### src/rtl/aes_job_arbiter.sv
// Round-robin job scheduler that shares one aes_core between two requesters, sequences the
// core's load pulse, guards the run phase with a timeout and returns results on a valid/ready port.
module aes_job_arbiter #(
  parameter int unsigned LOAD_CYCLES    = 2,
  parameter int unsigned TIMEOUT_CYCLES = 255
) (
  input  logic         int_osc,
  input  logic         reset,
  input  logic [1:0]   req,
  input  logic [127:0] key0,
  input  logic [127:0] key1,
  input  logic [127:0] pt0,
  input  logic [127:0] pt1,
  output logic [1:0]   acc,
  output logic         core_load,
  output logic [127:0] core_key,
  output logic [127:0] core_plaintext,
  input  logic         core_done,
  input  logic [127:0] core_cyphertext,
  output logic         rsp_valid,
  input  logic         rsp_ready,
  output logic         rsp_id,
  output logic         rsp_err,
  output logic [127:0] rsp_data,
  output logic         busy
);

  localparam int unsigned LdW = (LOAD_CYCLES > 1) ? $clog2(LOAD_CYCLES) : 1;

  localparam logic [1:0] StIdle = 2'd0;
  localparam logic [1:0] StLoad = 2'd1;
  localparam logic [1:0] StRun  = 2'd2;
  localparam logic [1:0] StResp = 2'd3;

  logic [1:0]     state_q, state_d;
  logic           last_q, last_d;
  logic [1:0]     acc_q, acc_d;
  logic [127:0]   core_key_q, core_key_d;
  logic [127:0]   core_pt_q, core_pt_d;
  logic           rsp_valid_q, rsp_valid_d;
  logic           rsp_id_q, rsp_id_d;
  logic           rsp_err_q, rsp_err_d;
  logic [127:0]   rsp_data_q, rsp_data_d;
  logic [LdW-1:0] ld_cnt_q, ld_cnt_d;
  logic [7:0]     tmo_cnt_q, tmo_cnt_d;
  logic           grant;

  always_comb begin
    state_d     = state_q;
    last_d      = last_q;
    acc_d       = 2'b00;
    core_key_d  = core_key_q;
    core_pt_d   = core_pt_q;
    rsp_valid_d = rsp_valid_q;
    rsp_id_d    = rsp_id_q;
    rsp_err_d   = rsp_err_q;
    rsp_data_d  = rsp_data_q;
    ld_cnt_d    = ld_cnt_q;
    tmo_cnt_d   = tmo_cnt_q;
    grant       = 1'b0;

    case (state_q)
      StIdle: begin
        if (req != 2'b00) begin
          // On a tie the channel that was not served last wins.
          grant      = (req == 2'b11) ? ~last_q : req[1];
          core_key_d = grant ? key1 : key0;
          core_pt_d  = grant ? pt1 : pt0;
          rsp_id_d   = grant;
          acc_d      = grant ? 2'b10 : 2'b01;
          ld_cnt_d   = '0;
          state_d    = StLoad;
        end
      end
      StLoad: begin
        if (ld_cnt_q == LdW'(LOAD_CYCLES - 1)) begin
          tmo_cnt_d = 8'd0;
          state_d   = StRun;
        end else begin
          ld_cnt_d = ld_cnt_q + 1'b1;
        end
      end
      StRun: begin
        tmo_cnt_d = tmo_cnt_q + 8'd1;
        if (core_done) begin
          rsp_data_d  = core_cyphertext;
          rsp_err_d   = 1'b0;
          rsp_valid_d = 1'b1;
          state_d     = StResp;
        end else if (tmo_cnt_q == 8'(TIMEOUT_CYCLES - 1)) begin
          rsp_data_d  = '0;
          rsp_err_d   = 1'b1;
          rsp_valid_d = 1'b1;
          state_d     = StResp;
        end
      end
      StResp: begin
        if (rsp_ready) begin
          rsp_valid_d = 1'b0;
          last_d      = rsp_id_q;
          state_d     = StIdle;
        end
      end
      default: state_d = StIdle;
    endcase
  end

  always_ff @(posedge int_osc) begin
    if (reset) begin
      state_q     <= StIdle;
      last_q      <= 1'b1;
      acc_q       <= 2'b00;
      core_key_q  <= '0;
      core_pt_q   <= '0;
      rsp_valid_q <= 1'b0;
      rsp_id_q    <= 1'b0;
      rsp_err_q   <= 1'b0;
      rsp_data_q  <= '0;
      ld_cnt_q    <= '0;
      tmo_cnt_q   <= 8'd0;
    end else begin
      state_q     <= state_d;
      last_q      <= last_d;
      acc_q       <= acc_d;
      core_key_q  <= core_key_d;
      core_pt_q   <= core_pt_d;
      rsp_valid_q <= rsp_valid_d;
      rsp_id_q    <= rsp_id_d;
      rsp_err_q   <= rsp_err_d;
      rsp_data_q  <= rsp_data_d;
      ld_cnt_q    <= ld_cnt_d;
      tmo_cnt_q   <= tmo_cnt_d;
    end
  end

  assign acc            = acc_q;
  assign core_load      = (state_q == StLoad);
  assign core_key       = core_key_q;
  assign core_plaintext = core_pt_q;
  assign rsp_valid      = rsp_valid_q;
  assign rsp_id         = rsp_id_q;
  assign rsp_err        = rsp_err_q;
  assign rsp_data       = rsp_data_q;
  assign busy           = (state_q != StIdle);

endmodule

### config.mk
export PLATFORM = sky130hd
export DESIGN_NAME = aes_job_arbiter
export DESIGN_NICKNAME = d
export VERILOG_FILES = /design/src/rtl/aes_job_arbiter.sv
export SDC_FILE = /design/constraint.sdc
export NUM_CORES = 1
export LEC_CHECK = 0
export ABC_AREA = 1
export CORE_AREA = 3 3 406 408
export DETAILED_ROUTE_END_ITERATION = 10
export DIE_AREA = 0 0 409 411
export SLEW_MARGIN = 20
export SYNTH_ARGS = -nofsm -noshare
export SYNTH_HDL_FRONTEND = slang
export SYNTH_SLANG_ARGS = --single-unit
### constraint.sdc
create_clock -name int_osc -period 1.8 [get_ports int_osc]
set_input_delay 0.54 -clock int_osc [delete_from_list [all_inputs] [get_ports int_osc]]
set_output_delay 0.54 -clock int_osc [all_outputs]
set_load 0.005 [all_outputs]
# Word-level counts from Yosys, hierarchy flattened
# Index checks and enable logic that the tools add are counted.
# op_classes
addsub	2
n_eq_ne	9
n_mux	22
bitwise	3
reduce_logical	15
# op_table
op	count
$mux W128	4
$pmux W8 S2	1
$mux W2	6
$reduce_bool A2 Y1	6
$reduce_and A2 Y1	5
$add A8 B1 Y8 const B	1
$eq A8 B8 Y1 const B	1
$mux W8	1
$pmux W2 S4	1
$mux W1	7
$eq A2 B2 Y1 const B	3
$ne A2 B2 Y1 const B	2
$pmux W1 S2	2
$reduce_and A4 Y1	1
$ne A3 B3 Y1 const B	1
$not A1 Y1	3
$reduce_and A3 Y1	1
$reduce_or A3 Y1	1
$eq A2 B1 Y1 const B	1
$logic_not A2 Y1	1
$ne A2 B1 Y1 const B	1
$add A1 B1 Y1 const B	1
# word_totals
register_bits	401
in_bits	646
out_inout_bits	391
wordCells	62

# Depth between registers and ports, before layout
# logic_depth
word_depth	4
depth_mapped	10
depth_no_buf	10

# Worst setup path after synthesis
# Ideal clock, no wire load.
# synth_path
path_type	reg-to-reg
start	reg state_q[0]
end	reg rsp_data_q[28], in the netlist rsp_data[28]
arrival_time_ns	1.532
required_time_ns	1.730
slack_ns	0.198
stages_incl_launch_ff	8
synth_period_minus_slack_ns	1.602
path_cell_list	dfxtp_1 -> inv_1 -> ha_1 -> nand2_1 -> clkbuf_1 -> clkbuf_1 -> nand3_1 -> a21oi_1
# synth_between
elab_chain_cells	2
# synth_lines
item	line	rtl
start: declaration	35	logic [1:0] state_q, state_d;
start signal: assignment	110	state_q <= StIdle;
start signal: assignment	122	state_q <= state_d;
$eq A2 B2 Y1	62	case (state_q)
$reduce_and A2 Y1 (no source line)	-	
end signal: assignment	130	rsp_data_q <= rsp_data_d;
end: declaration	43	logic [127:0] rsp_data_q, rsp_data_d;
# Every way passes these cells.
# A chain may end at the register's enable or synchronous reset.

# Worst setup path after layout
# layout_path
start	reg state_q[0]
end	reg core_pt_q[60], in the netlist core_plaintext[60]
# layout_between
elab_chain_cells	2
# layout_lines
item	line	rtl
$logic_not A2 Y1	62	
$reduce_and A2 Y1 (no source line)	-	
end signal: assignment	126	core_pt_q <= core_pt_d;
end: declaration	39	logic [127:0] core_pt_q, core_pt_d;
# Every way passes these cells.

==> results.rst <==
.. list-table::
   :header-rows: 1

   * - Metric
     - Value
   * - Worst slew margin relative to its limit
     - approximately three fifths
   * - All-layer global routing usage
     - 12.33%
   * - Final hold viol count
     - 0
   * - Proportion of layout cells with a drive suffix above 1
     - 32.66%
   * - Total clock buffers created by CTS
     - 50
   * - Antenna-violating nets left
     - 0
   * - Buffer type at the clock tree root
     - sky130_fd_sc_hd__clkbuf_16
   * - Met3 routing resource usage after global routing
     - just over 4%
   * - DR pass1 iterations
     - 6
   * - Number of standard-cell rows in the floorplan
     - roughly 150
   * - Category of the critical setup timing path
     - reg -> reg
   * - Met1 global-route usage
     - 15.76%
   * - Number of H-tree levels
     - 2
   * - Synth-to-layout area growth
     - 121.2%
   * - Worst-margin pin slew
     - 585.0 ps
   * - Violated checks
     - setup timing
   * - GR Overflow Total
     - 0
   * - Antenna violations before repair
     - 61
   * - Power per unit of standard cell area
     - 1048 nW/um^2
   * - Number of global-route vias before repair
     - 17700
   * - Share of the synthesized area in the top cell type
     - a little over half
   * - First-pass GRT wire length
     - 145900 um
   * - Die X-Extent
     - 409 um
   * - Final setup fails
     - 196
   * - Count of flip-flops with a built-in enable after synthesis
     - 0
   * - Yosys Warn Count
     - 0
   * - CTS hold repair buffers
     - 0
   * - Status
     - finished with violations
   * - Worst hold path class
     - reg -> reg
   * - Input/output buffers
     - 1036
   * - Maximum clock rate
     - 514.3 MHz
   * - Cell-by-cell trace of the critical path
     - inv_2 > ha_4 > buf_6 > nand2_8 > nor3b_4 > buf_6 > buf_12 > buf_12 > clkbuf_16 > nand2_1 > nand3_1
   * - Routed len/inst
     - 22.14 um
   * - Clock tree from TritonCTS
     - yes
   * - Minimum hold slack
     - 453.5 ps
   * - Biggest area consumer among synthesized cells
     - sky130_fd_sc_hd__dfxtp_1
   * - Maximum number of pins on one net before global-route repair
     - 56
   * - Crit-path slowest cell
     - sky130_fd_sc_hd__dfxtp_2
   * - Mean post-synth cell area
     - 7.413 um^2
   * - WL final
     - around 120000 um
   * - Sequential share of the synthesized area
     - 52.47%
   * - Slowest cell delay on critical path
     - between 300 and 400 ps
   * - Period utilisation layout
     - 108.0%
   * - Latest clock arrival within the worst-skew pair
     - roughly 630 ps
   * - Half-perimeter wire length after placement
     - 88880 um
   * - Worst setup timing slack at the placement stage
     - -645.0 ps
   * - Most common library cells after synthesis
     - sky130_fd_sc_hd__nand2_1, sky130_fd_sc_hd__dfxtp_1, sky130_fd_sc_hd__nand3_1, sky130_fd_sc_hd__a21oi_1, sky130_fd_sc_hd__buf_2
   * - Number of flip-flops and latches in the synthesized netlist
     - 401
   * - Chip Height
     - 411 um
   * - Non-filler instance count after layout
     - 5391
   * - Unrepaired setup endpoints after global routing
     - true
   * - Die area
     - 168100 um^2
   * - Launching element type of the critical path
     - register
   * - Synth cell types
     - 23
   * - Busiest layer in global routing
     - met2
   * - CP Data Required Time
     - ~2400 ps
   * - Category of the worst setup path capture point
     - register
   * - Final worst setup slack
     - -144.4 ps
   * - First-iteration detailed-routing DRC count
     - 1381
   * - Leading cell type by number of instances after synthesis
     - sky130_fd_sc_hd__nand2_1
   * - Leakage power total
     - 14.82 nW
   * - FILL cells
     - between 15000 and 20000
   * - Vias
     - 19200
   * - Largest driver fanout on the critical path
     - 7
   * - Number of violations of the max-capacitance limit
     - 0
   * - Number of sinks on the clock net
     - 401
   * - Final core utilization
     - 20.89%
   * - Clock slew at the register clock pins of the worst setup and hold paths
     - approximately 60 ps
   * - Ys flop type
     - sky130_fd_sc_hd__dfxtp_1
   * - Area of the core region
     - 162000 um^2
   * - Final max-slew violation count
     - 0
   * - IO Count
     - 1037
   * - Share of synthesized registers carrying an async set or reset
     - 0%
   * - Post-Syn Area
     - around 15000 um^2
   * - Total nets after synthesis
     - approximately 2700
   * - Starting Density
     - 9.442%
   * - Met2 Resource Use GR
     - 19.60%
   * - Remaining design rule violation count
     - 0
   * - Time the worst path needs with I/O delays and setup
     - ~1900 ps
   * - Final Skew
     - around 20 ps
   * - Largest buffer count on any clock path
     - 3
   * - Largest voltage drop on the vdd net
     - 0.6324 mV
   * - Placed cells
     - 5205
   * - Cell count after synthesis
     - 2064
   * - Cell types occupying the most area after synthesis
     - sky130_fd_sc_hd__dfxtp_1, sky130_fd_sc_hd__nand2_1, sky130_fd_sc_hd__nand3_1
   * - RePlAce Congestion
     - 0.9066
   * - Count of nets after finishing
     - 3816
   * - Data arrival time of the critical path
     - 2530 ps
   * - Number of vias per cell
     - between 3 and 4
## flip-flops by register name (all words and copies together), names as in the netlist
| register | flops |
|---|---|
| rsp_id | 1 |
| tmo_cnt_q | 8 |
| core_plaintext | 128 |
| rsp_valid | 1 |
| core_key | 128 |
| rsp_data | 128 |
| last_q | 1 |
| acc | 2 |
| ld_cnt_q | 1 |
| rsp_err | 1 |
| state_q | 2 |
## per-layer routing
metal / share of wire, % / vias up
li1: - / 8892
met1: 42 / 9186
met2: 47 / 904
met3: 8.6 / 191
met4: 2.5 / 24
met5: 0.12 / -
## cells by family (layout without fill, tap and decap cells)
logic type               count (synthesis)  count (layout)  share of synthesized area (%)
XOR/XNOR                                 1               1                        0.05726
AND/OR/NAND/NOR                       1346            1346                          36.40
flip-flops                             401             401                          52.47
adder cells (fa/ha/maj)                  6               6                         0.4907
AO/OA/AOI/OAI                          144             144                          4.800
buffers and inverters                  166            1305                          5.782
other                                    0              13                              0
## metrics by stage
step | power [mW] | instance area (um^2) | TNS [ps]
final | 35.49 | 33850 | -14820
after CTS | 33.44 | 30420 | -857.0
after detailed placement | 22.85 | 28670 | -149040
after floorplan | 15.07 | 15300 | 0
after global routing | 37.15 | 33840 | -31780
after global placement | 22.81 | 28670 | -145280
## repair_timing
action	in CTS	in global routing
gates resized for setup	1327	630
endpoints found under the setup margin	630	276
cloned	6	44
setup buffers	14	22
pin swaps	14	22
## where the power goes
part / internal, mW / total, mW / switching [mW]
Sequential: 10.9 / 12.1 / 1.18
Clock: 6.13 / 10.6 / 4.51
Combinational: 6.45 / 12.8 / 6.31
## final timing paths
check / startpoint / endpoint / slack [ps] / cells after the start
setup reg to reg: state_q[0]$_SDFFE_PP0P_ / core_plaintext[60]$_SDFFE_PP0P_ / -140 / 11
hold / removal: core_key[60]$_SDFFE_PP0P_ / core_key[60]$_SDFFE_PP0P_ / 450 / 2
setup / recovery: state_q[0]$_SDFFE_PP0P_ / core_plaintext[60]$_SDFFE_PP0P_ / -140 / 11
hold reg to reg: core_key[60]$_SDFFE_PP0P_ / core_key[60]$_SDFFE_PP0P_ / 450 / 2
## cells in the final DEF (no fill, tap or decap), types with 5 or more instances in the layout
cell type,synthesis,routed
sky130_fd_sc_hd__dlygate4sd2_1,0,16
sky130_fd_sc_hd__dfxtp_4,0,18
sky130_fd_sc_hd__clkinv_2,0,12
sky130_fd_sc_hd__clkdlybuf4s15_2,0,87
sky130_fd_sc_hd__nand3_1,390,214
sky130_fd_sc_hd__nand2_8,0,5
sky130_fd_sc_hd__clkdlybuf4s50_1,0,644
sky130_fd_sc_hd__buf_12,0,54
sky130_fd_sc_hd__nand3_2,0,175
sky130_fd_sc_hd__nand2_4,0,146
sky130_fd_sc_hd__clkdlybuf4s15_1,0,102
sky130_fd_sc_hd__buf_4,3,38
sky130_fd_sc_hd__clkbuf_1,36,9
sky130_fd_sc_hd__buf_6,20,22
sky130_fd_sc_hd__inv_1,25,20
sky130_fd_sc_hd__a21oi_1,136,136
sky130_fd_sc_hd__clkbuf_8,0,10
sky130_fd_sc_hd__buf_8,0,11
sky130_fd_sc_hd__nand2_2,1,48
sky130_fd_sc_hd__dfxtp_2,0,134
sky130_fd_sc_hd__diode_2,0,13
sky130_fd_sc_hd__buf_16,0,14
sky130_fd_sc_hd__dfxtp_1,401,249
sky130_fd_sc_hd__buf_2,80,150
sky130_fd_sc_hd__nor2_1,19,18
sky130_fd_sc_hd__clkbuf_2,0,18
sky130_fd_sc_hd__clkbuf_16,0,80
sky130_fd_sc_hd__nand2_1,932,734
## area by class of cell
cell class | count | area (um^2) | area share, %
repair buffers | 1188 | 12410 | 36.66
multi-input cells | 1497 | 8605 | 25.42
flip-flops and latches | 401 | 8263 | 24.41
well taps | 2175 | 2721 | 8.040
clock buffers | 69 | 1423 | 4.203
clock inverters | 22 | 270.3 | 0.7985
inverters | 25 | 116.4 | 0.3438
diodes | 13 | 32.53 | 0.09611
repair inverters | 1 | 8.758 | 0.02588
## critical path: cells and delay by family, from the launching register on
| kind | cells | cell delay, ps |
|---|---|---|
| simple gates | 4 | 520 |
| flops | 1 | 330 |
| buf+inv | 6 | 860 |
| fa+ha+maj | 1 | 160 |
(Power assumes the default switching activity.)
